[config.mk]
export PLATFORM = sky130hd
export DESIGN_NAME = decode_stage
export DESIGN_NICKNAME = d
export VERILOG_FILES = /design/src/rtl/decode_pkg.sv /design/src/rtl/rv_decoder.sv /design/src/rtl/decode_stage.sv
export SDC_FILE = /design/constraint.sdc
export NUM_CORES = 1
export LEC_CHECK = 0
export CELL_PAD_IN_SITES_DETAIL_PLACEMENT = 1
export CELL_PAD_IN_SITES_GLOBAL_PLACEMENT = 1
export CORE_MARGIN = 1.5
export CORE_UTILIZATION = 44
export DETAILED_ROUTE_END_ITERATION = 10
export PLACE_DENSITY_LB_ADDON = 0.1
export SLEW_MARGIN = 20
export SYNTH_ARGS = -nofsm -noshare
export SYNTH_HDL_FRONTEND = slang
export SYNTH_HIERARCHICAL = 1
export SYNTH_SLANG_ARGS = --single-unit
export TNS_END_PERCENT = 10
[constraint.sdc]
create_clock -name clk -period 4 [get_ports clk]
set_input_delay 0.8 -clock clk [delete_from_list [all_inputs] [get_ports clk]]
set_output_delay 0.8 -clock clk [all_outputs]
set_load 0.02 [all_outputs]
[src/rtl/decode_pkg.sv]
// Shared types and constants for the RV32I decode stage.
package decode_pkg;

  // Widest PC / instruction the bundle can carry; narrower parameters zero-extend.
  localparam int unsigned PC_MAX   = 64;
  localparam int unsigned INSN_MAX = 64;

  localparam logic [6:0] OPC_LUI    = 7'b0110111;
  localparam logic [6:0] OPC_AUIPC  = 7'b0010111;
  localparam logic [6:0] OPC_JAL    = 7'b1101111;
  localparam logic [6:0] OPC_JALR   = 7'b1100111;
  localparam logic [6:0] OPC_BRANCH = 7'b1100011;
  localparam logic [6:0] OPC_LOAD   = 7'b0000011;
  localparam logic [6:0] OPC_STORE  = 7'b0100011;
  localparam logic [6:0] OPC_OP_IMM = 7'b0010011;
  localparam logic [6:0] OPC_OP     = 7'b0110011;
  localparam logic [6:0] OPC_FENCE  = 7'b0001111;
  localparam logic [6:0] OPC_SYSTEM = 7'b1110011;

  localparam logic [2:0] F3_SLL = 3'b001;
  localparam logic [2:0] F3_SR  = 3'b101;

  typedef enum logic [2:0] {
    FmtR   = 3'd0,
    FmtI   = 3'd1,
    FmtS   = 3'd2,
    FmtB   = 3'd3,
    FmtU   = 3'd4,
    FmtJ   = 3'd5,
    FmtBad = 3'd6
  } fmt_e;

  typedef struct packed {
    logic [PC_MAX-1:0]   pc;
    logic [INSN_MAX-1:0] insn;
    logic [6:0]          opcode;
    fmt_e                fmt;
    logic [4:0]          rd;
    logic [4:0]          rs1;
    logic [4:0]          rs2;
    logic [2:0]          funct3;
    logic [6:0]          funct7;
    logic [4:0]          shamt;
    logic [INSN_MAX-1:0] imm;
    logic                illegal;
  } dec_bundle_t;

endpackage

[src/rtl/rv_decoder.sv]
// Combinational RV32I decoder: raw instruction -> gated fields and immediate.
module rv_decoder
  import decode_pkg::*;
(
  input  logic [PC_MAX-1:0]   pc,
  input  logic [INSN_MAX-1:0] insn,
  output dec_bundle_t         bundle
);

  logic [6:0] op;
  logic [2:0] f3;
  logic [6:0] f7;
  logic       sgn;
  logic       is_shift;
  logic       f7_ok;
  logic       legal;
  fmt_e       fmt;
  logic [INSN_MAX-1:0] imm;

  // Classify the opcode, detect illegal encodings and build the immediate.
  always_comb begin
    op       = insn[6:0];
    f3       = insn[14:12];
    f7       = insn[31:25];
    sgn      = insn[31];
    is_shift = (op == OPC_OP_IMM) && ((f3 == F3_SLL) || (f3 == F3_SR));
    f7_ok    = (f7 == 7'h00) || (f7 == 7'h20);
    fmt      = FmtBad;
    legal    = 1'b1;
    imm      = '0;

    case (op)
      OPC_LUI, OPC_AUIPC: fmt = FmtU;
      OPC_JAL:            fmt = FmtJ;
      OPC_JALR, OPC_LOAD, OPC_OP_IMM, OPC_FENCE, OPC_SYSTEM: fmt = FmtI;
      OPC_BRANCH:         fmt = FmtB;
      OPC_STORE:          fmt = FmtS;
      OPC_OP:             fmt = FmtR;
      default:            legal = 1'b0;
    endcase

    if (insn[1:0] != 2'b11) legal = 1'b0;
    if (((op == OPC_OP) || is_shift) && !f7_ok) legal = 1'b0;

    case (fmt)
      FmtI: imm = {{(INSN_MAX-12){sgn}}, insn[31:20]};
      FmtS: imm = {{(INSN_MAX-12){sgn}}, insn[31:25], insn[11:7]};
      FmtB: imm = {{(INSN_MAX-13){sgn}}, insn[31], insn[7], insn[30:25], insn[11:8], 1'b0};
      FmtU: imm = {{(INSN_MAX-32){sgn}}, insn[31:12], 12'b0};
      FmtJ: imm = {{(INSN_MAX-21){sgn}}, insn[31], insn[19:12], insn[20], insn[30:21], 1'b0};
      default: imm = '0;
    endcase

    bundle.pc      = pc;
    bundle.insn    = insn;
    bundle.opcode  = op;
    bundle.fmt     = legal ? fmt : FmtBad;
    bundle.rd      = (legal && (fmt != FmtS) && (fmt != FmtB)) ? insn[11:7] : 5'd0;
    bundle.rs1     = (legal && (fmt != FmtU) && (fmt != FmtJ)) ? insn[19:15] : 5'd0;
    bundle.rs2     = (legal && ((fmt == FmtR) || (fmt == FmtS) || (fmt == FmtB))) ?
                     insn[24:20] : 5'd0;
    bundle.funct3  = f3;
    bundle.funct7  = ((op == OPC_OP) || is_shift) ? f7 : 7'd0;
    bundle.shamt   = is_shift ? insn[24:20] : 5'd0;
    bundle.imm     = legal ? imm : '0;
    bundle.illegal = ~legal;
  end

endmodule

[src/rtl/decode_stage.sv]
// Registered, flow-controlled RV32I decode stage with optional 2-entry skid buffer.
// DWIDTH must be in [32, 64]; AWIDTH must be <= 64.
module decode_stage
  import decode_pkg::*;
#(
  parameter int unsigned DWIDTH  = 32,
  parameter int unsigned AWIDTH  = 32,
  parameter bit          SKID_EN = 1'b1
) (
  input  logic              clk,
  input  logic              rst,
  input  logic [AWIDTH-1:0] pc_i,
  input  logic [DWIDTH-1:0] insn_i,
  input  logic              valid_i,
  output logic              ready_o,
  input  logic              flush_i,
  output logic              valid_o,
  input  logic              ready_i,
  output logic [AWIDTH-1:0] pc_o,
  output logic [DWIDTH-1:0] insn_o,
  output logic [6:0]        opcode_o,
  output logic [2:0]        fmt_o,
  output logic [4:0]        rd_o,
  output logic [4:0]        rs1_o,
  output logic [4:0]        rs2_o,
  output logic [2:0]        funct3_o,
  output logic [6:0]        funct7_o,
  output logic [4:0]        shamt_o,
  output logic [DWIDTH-1:0] imm_o,
  output logic              illegal_o
);

  localparam logic [1:0] ST_EMPTY = 2'd0;
  localparam logic [1:0] ST_ONE   = 2'd1;
  localparam logic [1:0] ST_FULL  = 2'd2;

  logic [PC_MAX-1:0]   pc_ext;
  logic [INSN_MAX-1:0] insn_ext;
  dec_bundle_t         dec;
  dec_bundle_t         out_q, out_d;
  dec_bundle_t         skid_q, skid_d;
  logic [1:0]          state_q, state_d;
  logic                rdy_q, rdy_d;
  logic                xfer_in, xfer_out;

  // Widen inputs into the fixed-size bundle fields.
  always_comb begin
    pc_ext               = '0;
    pc_ext[AWIDTH-1:0]   = pc_i;
    insn_ext             = '0;
    insn_ext[DWIDTH-1:0] = insn_i;
  end

  rv_decoder u_dec (
    .pc     (pc_ext),
    .insn   (insn_ext),
    .bundle (dec)
  );

  assign valid_o  = (state_q != ST_EMPTY);
  // rdy_q also masks ready_o in the cycle right after reset in the non-skid build.
  assign ready_o  = SKID_EN ? rdy_q : (rdy_q & (~valid_o | ready_i));
  assign xfer_in  = valid_i & ready_o;
  assign xfer_out = valid_o & ready_i;

  // Occupancy FSM: output reg holds the head, skid holds the second entry.
  always_comb begin
    state_d = state_q;
    out_d   = out_q;
    skid_d  = skid_q;
    case (state_q)
      ST_EMPTY: begin
        if (xfer_in) begin
          out_d   = dec;
          state_d = ST_ONE;
        end
      end
      ST_ONE: begin
        if (xfer_in && xfer_out) begin
          out_d = dec;
        end else if (xfer_in) begin
          skid_d  = dec;
          state_d = ST_FULL;
        end else if (xfer_out) begin
          state_d = ST_EMPTY;
        end
      end
      ST_FULL: begin
        if (xfer_out) begin
          out_d   = skid_q;
          state_d = ST_ONE;
        end
      end
      default: state_d = ST_EMPTY;
    endcase
    if (flush_i) state_d = ST_EMPTY;
    rdy_d = SKID_EN ? (state_d != ST_FULL) : 1'b1;
  end

  // State and data registers with synchronous active-low reset.
  always_ff @(posedge clk) begin
    if (!rst) begin
      state_q <= ST_EMPTY;
      rdy_q   <= 1'b0;
      out_q   <= '0;
      skid_q  <= '0;
    end else begin
      state_q <= state_d;
      rdy_q   <= rdy_d;
      out_q   <= out_d;
      skid_q  <= skid_d;
    end
  end

  assign pc_o      = out_q.pc[AWIDTH-1:0];
  assign insn_o    = out_q.insn[DWIDTH-1:0];
  assign opcode_o  = out_q.opcode;
  assign fmt_o     = out_q.fmt;
  assign rd_o      = out_q.rd;
  assign rs1_o     = out_q.rs1;
  assign rs2_o     = out_q.rs2;
  assign funct3_o  = out_q.funct3;
  assign funct7_o  = out_q.funct7;
  assign shamt_o   = out_q.shamt;
  assign imm_o     = out_q.imm[DWIDTH-1:0];
  assign illegal_o = out_q.illegal;

  // Upper bundle bits beyond the configured widths are intentionally dropped.
  logic unused_out;
  assign unused_out = ^{out_q.pc, out_q.insn, out_q.imm};

endmodule

==> results of run 1 <==
## cell type report
class / instances / share of cell area, %
Clock buffer: 42 / 5.848
Clock inverter: 16 / 1.558
Inverter: 4 / 0.1142
Multi-Input combinational cell: 990 / 37.90
Sequential cell: 277 / 36.15
Tap cell: 378 / 3.083
Timing Repair Buffer: 231 / 15.34
## routing by layer
metal	vias to the layer above	GRT usage, %	part of all wire (%)
met5	-	0	0
met4	0	8.544	3.1
met3	74	3.685	4.3
met2	224	44.62	49
met1	5281	31.26	44
li1	5075	-	-
## cell usage in the layout, fill, tap and decap left out, drive strengths merged, types with 2 or more instances in the layout
master / count
nor3: 3
clkinvlp: 2
clkdlybuf4s50: 206
nor2: 9
and3: 14
a22oi: 4
a21o: 2
nand2: 306
o311ai: 3
nor2b: 5
dfxtp: 277
clkinv: 7
nand3: 6
a21oi: 163
or2: 3
or3: 2
a21boi: 137
clkbuf: 42
and3b: 2
inv: 5
o21ai: 141
nand2b: 6
a211oi: 3
and2: 27
buf: 25
bufinv: 6
mux2i: 138
## worst min-delay path, stage by stage (launching register included)
cell and delay, ns:
dfxtp_1 0.31, nand2_1 0.05, a21boi_1 0.05
## state kept, by name (all words and copies together), names as in the netlist, 2 cells and up
signal    cells
skid_q      137
imm_o        32
insn_o       32
pc_o         32
funct7_o      7
opcode_o      7
rd_o          5
rs1_o         5
rs2_o         5
shamt_o       5
fmt_o         3
funct3_o      3
state_q       2
## metrics by stage
step / setup slack [ns] / area (um^2) / utilization [%] / std cells
floorplan: 1.730 / 12620 / - / 1463
global placement: 0.6646 / 14200 / 50.71 / 1880
detailed placement: 0.5646 / 14200 / 50.71 / 1880
CTS: 1.133 / 15340 / 54.76 / 1938
global route: 0.8755 / 15340 / 54.76 / 1938
finish: 1.079 / 15340 / 54.76 / 1938
## where the power goes
part / internal (uW) / leakage, uW / switching, uW
clock: 1950 / 0.000560 / 1200
sequential: 2860 / 0.00226 / 56.1
combinational: 323 / 0.00342 / 419
total: 5130 / 0.00624 / 1680
## worst max path at each step
| stage | startpoint | endpoint | slack [ns] | cells after the start |
|---|---|---|---|---|
| 2_1_floorplan | insn_i[5] | fmt_o[0]$_SDFFE_PN0P_ | 1.73 | 9 |
| 3_3_place_gp | insn_i[3] | rs2_o[3]$_SDFFE_PN0P_ | 0.66 | 8 |
| 3_5_place_dp | insn_i[3] | imm_o[0]$_SDFFE_PN0P_ | 0.56 | 8 |
| 4_1_cts | insn_i[3] | imm_o[0]$_SDFFE_PN0P_ | 1.13 | 8 |
| 5_1_grt | insn_i[3] | imm_o[0]$_SDFFE_PN0P_ | 0.88 | 8 |
| 6_report | insn_i[3] | imm_o[0]$_SDFFE_PN0P_ | 1.08 | 8 |
==> results.cfg, run 1 <==
[status]
status = finished clean

[worst_setup_path]
reg2reg_depth = 4
required_ns = 4.49
worst_path_max_delay_cell = nor3_1
max_stage_delay_ns = 0.65
path_max_fanout = 10
crit_chain = clkdlybuf4s50_1, buf_4, or2_1, nor3_1, nand3_1, a21oi_1, mux2i_1, a21oi_1
crit_path_frequent_cell = a21oi_1
regToRegEndpoint = insn_o[21]$_SDFFE_PN0P_
worstSetupPathType = input port to register
r2r-start = state_q[1]$_SDFF_PN0_
critPathBufInv = 2
r2r_slack_ns = 1.75
crit_family = simple AND/OR/NAND/NOR gates
cp.arrival_ns = 3.41
start_kind = input port
cp-end-kind = register

[timing]
period_minus_slack_ns = 2.921
finalSetupViolations = 0
worstMarginPinSlew_ns = 0.9580
finalClockSkew_ns = 0.01043
final-max-slew-violation-count = 0
max_clock_freq_mhz = 342.4
tns_ns = 0
slew_headroom_pct = 36.13
finalCritPeriodShare_pct = 73.02
rsz0062_at_grt = no
worst_hold_slack_ns = 0.4533
finalHoldViolCount = 0

[drt]
drt_wl_total_um = 37730
dr_total_vias = 10654
post_drt_wl_per_cell_um = 19.47
first_pass_iters = 5
ant_nets = 0
dr.first_iter.drc_count = 523
drcViolationCount = 0
vias_per_cell = 5.497

[layout]
drive_gt1_share_pct = 5.962
area_delta_synth_final_pct = 21.55
fillCellCount = 3219
final_nets = 1604
seqCellArea_um2 = 5545
multi_input_comb_area_um2 = 5814
antennaDiodeCount = 0

[floorplanning]
core_area_um2 = 28010
die_h_um = 172.4
ios = 208
fp-row-count = 61
start_util_pct = 45.05
fp.dieArea_um2 = 29710
fp.dieW_um = 172.4

[min_path]
hp-start = skid_q[2]$_SDFFE_PN0P_
hold_depth = 2
whs_endpoint = skid_q[2]$_SDFFE_PN0P_
holdCritPathClass = register to register

[clocking]
cts_tree = yes
cts.path.max_buffers = 3
h-tree-depth = 1
clock_sinks = 277
postCtsResizedCells = 0
clock_latency_ns = 0.56
clkTransAtPathRegs_ns = 0.06
cts_hold_buf = 0
post_cts_buffers = 0
cts_buffers = 31
clockRootBuffer = clkbuf_16

[power]
power_density_nw_per_um2 = 444.0
p_leak_uw = 0.006241
report.power.total_uw = 6810
vdd.ir_drop.worst_mv = 0.2767

[global_route]
grt_max_degree = 125
track_usage_pct = 25.23
grt_overflow = 0
grt_pass1_vias = 10951
grt_pass1_wl_um = 58970
antenna_found_initial = 3

[yosys]
yosys_warnings = 6
synthCells = 1463
netlist_area_um2 = 12620
avgSynthCellArea_um2 = 8.626
synth_fp_nets = 1532

[place]
port-buffer-count = 207
gp_congestion = 0.8540
place_hpwl_um = 23950

[job]
max-cap-violations = 0
No activity file was read; power rests on OpenSTA's default activity.
==> inputs of run 2 (changes only) <==
CORE_UTILIZATION = 41   (was 44)
clock period = 2.79 ns   (was 4 ns; I/O delays follow)
==> results.cfg, run 2 (synthesized netlist as in run 1, its figures left out) <==
[global_route]
grt_overflow = 0
track_usage_pct = 23.04
grt_pass1_wl_um = 58080
antenna_found_initial = 1
grt_max_degree = 138
grt_pass1_vias = 10687

[floorplanning]
ios = 208
fp-row-count = 64
die_h_um = 178.4
core_area_um2 = 30430
start_util_pct = 41.47
fp.dieW_um = 178.4
fp.dieArea_um2 = 31840

[clocking]
cts_hold_buf = 0
clkTransAtPathRegs_ns = 0.06
clockRootBuffer = clkbuf_16
h-tree-depth = 1
cts.path.max_buffers = 3
clock_sinks = 277
clock_latency_ns = 0.55
post_cts_buffers = 0
postCtsResizedCells = 0
cts_tree = yes
cts_buffers = 31

[worst_setup_path]
worst_path_max_delay_cell = dfxtp_1
cp-end-kind = output pin
worstSetupPathType = register to output pin
path_max_fanout = 10
crit_family = flip-flops
required_ns = 2.23
critPathBufInv = 1
crit_chain = or2_2, clkdlybuf4s50_1
cp.arrival_ns = 1.91
max_stage_delay_ns = 0.59
start_kind = register

[timing]
rsz0062_at_grt = no
finalClockSkew_ns = 0.01305
final-max-slew-violation-count = 0
slew_headroom_pct = 53.73
tns_ns = 0
period_minus_slack_ns = 2.468
worstMarginPinSlew_ns = 0.6940
max_clock_freq_mhz = 405.1
finalCritPeriodShare_pct = 88.47
finalHoldViolCount = 0
finalSetupViolations = 0

[min_path]
holdCritPathClass = register to register

[layout]
layout_commonest_cell = nand2_1
drive_gt1_share_pct = 7.470
final_nets = 1639
final_util_pct = 51.04
final_cell_mix = nand2_1, dfxtp_1, clkdlybuf4s50_1, a21oi_1, mux2i_1
area_delta_synth_final_pct = 23.06
regMostFlops = skid_q
largest_reg_flops = 137

[place]
gp_congestion = 0.9091
place_hpwl_um = 24500
port-buffer-count = 207

[drt]
vias_per_cell = 5.262
drcViolationCount = 0
drt_wl_total_um = 36990
first_pass_iters = 5
dr_total_vias = 10471
ant_nets = 0
dr.first_iter.drc_count = 516
post_drt_wl_per_cell_um = 18.59

[status]
status = finished clean

[power]
p_leak_uw = 0.006346
vdd.ir_drop.worst_mv = 0.4479
power_density_nw_per_um2 = 591.9

[job]
max-cap-violations = 0
[run 2: changes by cell type in the layout (fill, tap and decap cells not counted), moves of 5 or more]
cell / before / now
buf_4: 16 / 46
buf_12: 8 / 13
bufinv_16: 6 / 0
clkbuf_1: 3 / 10
[run 2: metrics by stage]
step / total power, uW / cell area, um^2 / setup WS (ns) / instances / hold WS (ns)
global placement: 5354 / 14550 / 0.05980 / 1933 / 0.4394
detailed placement: 5366 / 14550 / 0.009342 / 1933 / 0.4445
finish: 9193 / 15530 / 0.3216 / 1990 / 0.4501
CTS: 9293 / 15530 / 0.2915 / 1989 / 0.4526
global route: 9545 / 15530 / 0.2326 / 1990 / 0.4752
floorplan: 4853 / 12620 / 0.7620 / 1463 / 0.4344
[run 2: tightest hold or removal path: cells and delay by family, from the launching register on]
| kind | cells | cell delay (ns) |
|---|---|---|
| and+or+nand+nor | 1 | 0.05 |
| DFF | 1 | 0.30 |
| AOI/OAI and AO/OA | 1 | 0.05 |
[run 2: routing by layer]
layer	track usage [%]	up-vias	share of wire, %	wire length (um)
li1	-	5138	-	-
met1	30.00	5105	46	17120
met2	40.73	189	49	17950
met3	2.728	39	3.7	1355
met4	4.861	0	1.5	563
met5	0	-	0	0
[run 2: area by class of cell]
type                            instances  area, um^2
Antenna cell                            1       2.502
Fill cell                            3567       14900
Clock inverter                          5       25.02
Inverter                                4       17.52
Timing Repair Buffer                  266        2679
Sequential cell                       277        5545
Multi-Input combinational cell        990        5814
Clock buffer                           51       950.9
Tap cell                              396       495.5
[run 2: power breakdown]
group	switching, uW	total, uW	internal [uW]
Sequential	80.1	4180	4100
Clock	1610	3910	2300
Combinational	603	1100	497
Total	2300	9190	6900
[run 2: final timing paths]
path              cells after the start                     start  slack (ns)                        to
hold / removal                        2  skid_q[170]$_SDFFE_PN0P_        0.45  skid_q[170]$_SDFFE_PN0P_
hold reg to reg                       2  skid_q[170]$_SDFFE_PN0P_        0.45  skid_q[170]$_SDFFE_PN0P_
setup reg to reg                      4     state_q[0]$_SDFF_PN0_        0.85    illegal_o$_SDFFE_PN0P_
setup / recovery                      2     state_q[1]$_SDFF_PN0_        0.32                   valid_o
